### src/rtl/reaction_tester_mc.sv
// Multi-player reaction tester: random hold-off, shared active-low hint, per-channel
// millisecond timestamps with EARLY/LATE/OK classification and first-OK winner pick.
module reaction_tester_mc #(
    parameter int          CLK_FREQ        = 50_000_000,
    parameter int          CHANNELS        = 4,
    parameter int          MAX_RT_MS       = 511,
    parameter int          MIN_RT_MS       = 100,
    parameter int          DELAY_BASE_MS   = 1024,
    parameter int          DELAY_SPAN_LOG2 = 12,
    parameter logic [15:0] LFSR_SEED       = 16'hACE1,
    localparam int         RW              = $clog2(MAX_RT_MS + 1),
    localparam int         WW              = (CHANNELS > 1) ? $clog2(CHANNELS) : 1
) (
    input  logic                   clk,
    input  logic                   rst,
    input  logic                   start,
    input  logic [CHANNELS-1:0]    confirm,
    output logic                   hint,
    output logic                   busy,
    output logic [CHANNELS*RW-1:0] result,
    output logic [CHANNELS*2-1:0]  status,
    output logic [WW-1:0]          winner,
    output logic                   winner_valid,
    output logic                   done
);
    localparam int TPM  = CLK_FREQ / 1000;
    localparam int PW   = (TPM > 1) ? $clog2(TPM) : 1;
    localparam int DMAX = DELAY_BASE_MS + (1 << DELAY_SPAN_LOG2) - 1;
    localparam int TMAX = (DMAX > MAX_RT_MS) ? DMAX : MAX_RT_MS;
    localparam int TW   = $clog2(TMAX + 1);

    localparam logic [1:0] ST_NONE  = 2'b00;
    localparam logic [1:0] ST_EARLY = 2'b01;
    localparam logic [1:0] ST_LATE  = 2'b10;
    localparam logic [1:0] ST_OK    = 2'b11;

    typedef enum logic [1:0] {S_IDLE, S_WAIT, S_TEST, S_DONE} state_t;

    state_t                       state_q, state_d;
    logic [15:0]                  lfsr_q, lfsr_d;
    logic [PW-1:0]                presc_q, presc_d;
    logic [TW-1:0]                timer_q, timer_d;
    logic [TW-1:0]                delay_q, delay_d;
    logic [CHANNELS-1:0][1:0]     st_q, st_d;
    logic [CHANNELS-1:0][RW-1:0]  res_q, res_d;
    logic [WW-1:0]                win_q, win_d;
    logic                         winv_q, winv_d;
    logic                         done_q, done_d;
    logic                         tick;
    logic [CHANNELS-1:0]          ok_hit;
    logic [WW-1:0]                win_pick;

    function automatic logic all_closed(input logic [CHANNELS-1:0][1:0] s);
        logic r;
        r = 1'b1;
        for (int i = 0; i < CHANNELS; i++)
            if (s[i] == ST_NONE) r = 1'b0;
        return r;
    endfunction

    assign tick = (presc_q == PW'(TPM - 1));

    always_comb begin
        state_d  = state_q;
        lfsr_d   = {1'b0, lfsr_q[15:1]} ^ (lfsr_q[0] ? 16'hB400 : 16'h0000);
        presc_d  = presc_q;
        timer_d  = timer_q;
        delay_d  = delay_q;
        st_d     = st_q;
        res_d    = res_q;
        win_d    = win_q;
        winv_d   = winv_q;
        ok_hit   = '0;
        win_pick = '0;
        if (state_q == S_WAIT || state_q == S_TEST) begin
            presc_d = tick ? '0 : presc_q + PW'(1);
            timer_d = tick ? timer_q + TW'(1) : timer_q;
        end
        case (state_q)
            S_IDLE, S_DONE: begin
                if (start) begin
                    state_d = S_WAIT;
                    delay_d = TW'(DELAY_BASE_MS) + TW'(lfsr_q[DELAY_SPAN_LOG2-1:0]);
                    st_d    = '0;
                    res_d   = '0;
                    win_d   = '0;
                    winv_d  = 1'b0;
                    presc_d = '0;
                    timer_d = '0;
                end
            end
            S_WAIT: begin
                for (int i = 0; i < CHANNELS; i++)
                    if (confirm[i] && st_q[i] == ST_NONE) st_d[i] = ST_EARLY;
                // Everyone jumped the gun: finish without ever showing the hint.
                if (all_closed(st_d)) begin
                    state_d = S_DONE;
                end else if (timer_q == delay_q) begin
                    state_d = S_TEST;
                    presc_d = '0;
                    timer_d = '0;
                end
            end
            S_TEST: begin
                for (int i = 0; i < CHANNELS; i++) begin
                    if (confirm[i] && st_q[i] == ST_NONE) begin
                        if (timer_q < TW'(MIN_RT_MS)) begin
                            st_d[i] = ST_EARLY;
                        end else begin
                            st_d[i]   = ST_OK;
                            res_d[i]  = timer_q[RW-1:0];
                            ok_hit[i] = 1'b1;
                        end
                    end
                end
                for (int i = CHANNELS - 1; i >= 0; i--)
                    if (ok_hit[i]) win_pick = WW'(i);
                if (!winv_q && (|ok_hit)) begin
                    win_d  = win_pick;
                    winv_d = 1'b1;
                end
                // Timeout closes only what this cycle's presses left open.
                if (tick && timer_q == TW'(MAX_RT_MS - 1)) begin
                    for (int i = 0; i < CHANNELS; i++) begin
                        if (st_d[i] == ST_NONE) begin
                            st_d[i]  = ST_LATE;
                            res_d[i] = RW'(MAX_RT_MS);
                        end
                    end
                    state_d = S_DONE;
                end else if (all_closed(st_d)) begin
                    state_d = S_DONE;
                end
            end
            default: state_d = S_IDLE;
        endcase
        done_d = (state_d == S_DONE) && (state_q != S_DONE);
    end

    always_ff @(posedge clk) begin
        if (rst) begin
            state_q <= S_IDLE;
            lfsr_q  <= LFSR_SEED;
            presc_q <= '0;
            timer_q <= '0;
            delay_q <= '0;
            st_q    <= '0;
            res_q   <= '0;
            win_q   <= '0;
            winv_q  <= 1'b0;
            done_q  <= 1'b0;
        end else begin
            state_q <= state_d;
            lfsr_q  <= lfsr_d;
            presc_q <= presc_d;
            timer_q <= timer_d;
            delay_q <= delay_d;
            st_q    <= st_d;
            res_q   <= res_d;
            win_q   <= win_d;
            winv_q  <= winv_d;
            done_q  <= done_d;
        end
    end

    assign hint         = (state_q != S_TEST);
    assign busy         = (state_q == S_WAIT) || (state_q == S_TEST);
    assign result       = res_q;
    assign status       = st_q;
    assign winner       = win_q;
    assign winner_valid = winv_q;
    assign done         = done_q;
endmodule
### config.mk
export PLATFORM = sky130hd
export DESIGN_NAME = reaction_tester_mc
export DESIGN_NICKNAME = d
export VERILOG_FILES = /design/src/rtl/reaction_tester_mc.sv
export SDC_FILE = /design/constraint.sdc
export NUM_CORES = 1
export LEC_CHECK = 0
export BUFFER_PORTS_ARGS = -buffer_cell sky130_fd_sc_hd__buf_2
export CORE_MARGIN = 2
export CORE_UTILIZATION = 46
export DETAILED_ROUTE_END_ITERATION = 12
export PLACE_DENSITY = 0.7
export SYNTH_ARGS = -nofsm -noshare
export SYNTH_HDL_FRONTEND = slang
export SYNTH_SLANG_ARGS = --single-unit
### constraint.sdc
create_clock -name clk -period 3.4 [get_ports clk]
set_input_delay 0.51 -clock clk [delete_from_list [all_inputs] [get_ports clk]]
set_output_delay 0.51 -clock clk [all_outputs]
set_load 0.01 [all_outputs]
==> flow_metrics.py <==
metrics = {
    "power": {
        "p_total_mw": 2.60,
        "p_leak_nw": 2.12,
        "power_density_mw_per_mm2": 498,
        "irDropWorstVdd_mv": 0.255,
    },
    "global_route": {
        "grt_max_degree": 43,
        "antenna_found_initial": 0,
        "grt-ovfl-total": 0,
        "grt_use_total": 0.198,
        "first_global_vias": 3592,
        "grt_pass1_wl_um": 17700,
    },
    "setup_path": {
        "cp_slowest_cell": "or4_4",
        "r2r_end": "result[29]",
        "crit_chain": "or4b_1 > or4_4 > or3_1 > or2_0 > a21oi_1 > a21o_1",
        "critical_path_class": "reg2reg",
        "max_stage_delay_ns": 0.56,
        "cp.arrival_ns": 3.19,
        "crit_fanout": 9,
        "cp-end-kind": "flop",
        "start_kind": "flop",
        "worstPathRequired_ns": 3.71,
        "r2r-start": "presc_q[5]",
        "ff2ff_setup_slack_ns": 0.52,
        "ff2ff_path_depth": 6,
    },
    "outcome": {
        "status": "finished, final reports clean",
    },
    "logic_synthesis": {
        "yosys_register_bits": 108,
        "synthSimpleGateAreaFrac": 0.238,
        "synth_compound_gate_area_share": 0.157,
        "synth_xor_area_frac": 0.0736,
        "yosysSeqAreaShare": 0.466,
        "synth_enable_flop_cells": 0,
        "ys.flop_type": "dfxtp_1",
        "synth.distinct_cells": 44,
        "synth_fa_ha_area_frac": 0.0189,
        "syn-cell-area_mm2": 0.00464,
        "synth_area_per_cell_um2": 8.44,
        "yosys_warnings": 0,
        "synth_cells": 550,
        "async_flop_share": 0,
        "muxShareOfSynthArea": 0.00863,
        "synth_fp_nets": 564,
        "synth_top_family_by_area": "simple AND/OR/NAND/NOR gates",
    },
    "finish": {
        "layout_common_cells": "dfxtp_1 (108), nand2_1 (74), a21oi_1 (58)",
        "multi_input_area_mm2": 0.00231,
        "fin_nets": 608,
        "layout_commonest_cell": "dfxtp_1",
        "final_util": 0.533,
        "fillers": 937,
        "drive_above_1_share": 0.159,
        "layoutNonFillerInstCount": 732,
        "syn2layout_area_growth_pct": 12.3,
        "n_antenna_cell": 0,
        "seq_area_mm2": 0.00216,
    },
    "floorplan": {
        "core_area_mm2": 0.00977,
        "fp.dieH_um": 104,
        "rows": 36,
        "pin_count": 57,
        "die_area_mm2": 0.0109,
        "dieWidth_um": 104,
        "start_util": 0.475,
    },
    "timing": {
        "grt_setup_unrepaired": "false",
        "min_period_ns": 2.88,
        "max_freq_mhz": 347,
        "hold_violations": 0,
        "setup_viol": 0,
        "finalCritPeriodShare": 0.847,
        "clock_skew_ns": 0.0152,
        "setup_tns_ns": 0,
        "worst_pin_slew_ns": 1.03,
        "max-slew-margin-rel": 0.307,
        "report.final.slew_viol_count": 0,
    },
    "clock_network": {
        "clk_latency_ns": 0.38,
        "clkSinkCount": 108,
        "cts_hold_buf": 0,
        "postCtsResizedCells": 0,
        "cts_tree": "yes",
        "postCtsSetupBuffers": 0,
        "cts_htree_levels": 3,
        "clk_pin_slew_ns": 0.10,
        "cts_buffers": 9,
        "cts-root-buf": "clkbuf_8",
        "clockBufferDepth": 2,
    },
    "routing": {
        "avgViaCountPerCell": 5.32,
        "routed_wl_um": 10500,
        "vias": 3896,
        "dr.pass1.iters": 4,
        "drcViolationCount": 0,
        "ant_nets": 0,
        "routedWlPerCell_um": 14.4,
        "dr.first_iter.drc_count": 193,
    },
    "job": {
        "max_cap_viol_count": 0,
    },
    "worst_hold_path": {
        "holdPathStages": 1,
        "worstHoldPathType": "reg2reg",
        "holdPathEnd": "lfsr_q[11]",
        "holdCritStartpoint": "lfsr_q[12]",
    },
    "placement": {
        "dp_hpwl_um": 7510,
        "io_buffers": 56,
        "dp.cells": 716,
        "routabilityCongestion": 0.878,
    },
}
-- metrics by stage --
| step | setup slack (ns) | hold WS, ns | cell area, um2 |
|---|---|---|---|
| 6_report | 0.519 | 0.423 | 5210 |
| 5_1_grt | 0.395 | 0.454 | 5210 |
| 4_1_cts | 0.531 | 0.432 | 5210 |
| 3_5_place_dp | 0.553 | 0.403 | 5000 |
| 3_3_place_gp | 0.626 | 0.402 | 5000 |
| 2_1_floorplan | 0.891 | 0.389 | 4640 |
-- cell usage after synthesis (5+ instances only) --
cell        n  area, um2
ha_1        7       87.6
xor2_1     14        123
clkbuf_1   24       90.1
or3_1       8       50.1
inv_1       9       33.8
a21oi_1    58        290
dfxtp_1   108       2160
nor2b_1    18        113
nand2_1    74        278
and3_1      9       56.3
nand2b_1    6       37.5
nor3_1      6       30.0
nand4_1    16        100
o31ai_1     5       37.5
xnor2_1    25        219
a21o_1     19        143
nand3_1    15       75.1
o21ai_0    23        115
nor2_1     52        195
or2_2       6       37.5
-- final cells by class --
type                            instances  area share
Inverter                                9     0.00648
Tap cell                              133      0.0319
Clock buffer                           10      0.0264
Sequential cell                       108       0.415
Clock inverter                          6      0.0137
Timing Repair Buffer                   63      0.0639
Multi-Input combinational cell        403       0.443
-- report_power, final --
group | switching, mW | total [mW] | internal (mW)
sequential | 0.0379 | 1.35 | 1.31
combinational | 0.291 | 0.441 | 0.150
clock | 0.437 | 0.804 | 0.367
-- how the worst max path moves through the flow --
stage               start  slack, ns    endpoint  cells after the start
2_1_floorplan  presc_q[5]       0.89  result[27]                      8
3_3_place_gp   presc_q[5]       0.63  result[33]                      6
4_1_cts        presc_q[7]       0.53  result[29]                      6
5_1_grt        presc_q[7]       0.40  result[27]                      6
6_report       presc_q[5]       0.52  result[29]                      6
3_5_place_dp   presc_q[7]       0.55  result[27]                      6
-- logic make-up after synthesis --
logic type | Yosys count
AO/OA/AOI/OAI | 125
XOR/XNOR | 39
adder cells (fa/ha/maj) | 7
buffers and inverters | 39
flip-flops | 108
multiplexers | 4
AND/OR/NAND/NOR | 228
-- critical path, delay by kind of cell, from the launching register on --
family | cells | cell delay [ns]
AO/OA/AOI/OAI | 2 | 0.33
flip-flops | 1 | 0.36
AND/OR/NAND/NOR | 4 | 2.13
-- registers in the layout, indices dropped and copies added, names as in the netlist --
name / flops
winner_valid: 1
done: 1
state_q: 2
timer_q: 13
delay_q: 13
lfsr_q: 16
presc_q: 16
winner: 2
status: 8
result: 36
-- metal layers --
layer	global-route usage	up-vias	routed length, um
met2	0.308	127	4720
li1	-	1958	-
met4	0.0492	0	92
met5	0	-	0
met1	0.278	1801	5030
met3	0.0432	10	699
Power figures use the tool's default switching activity.
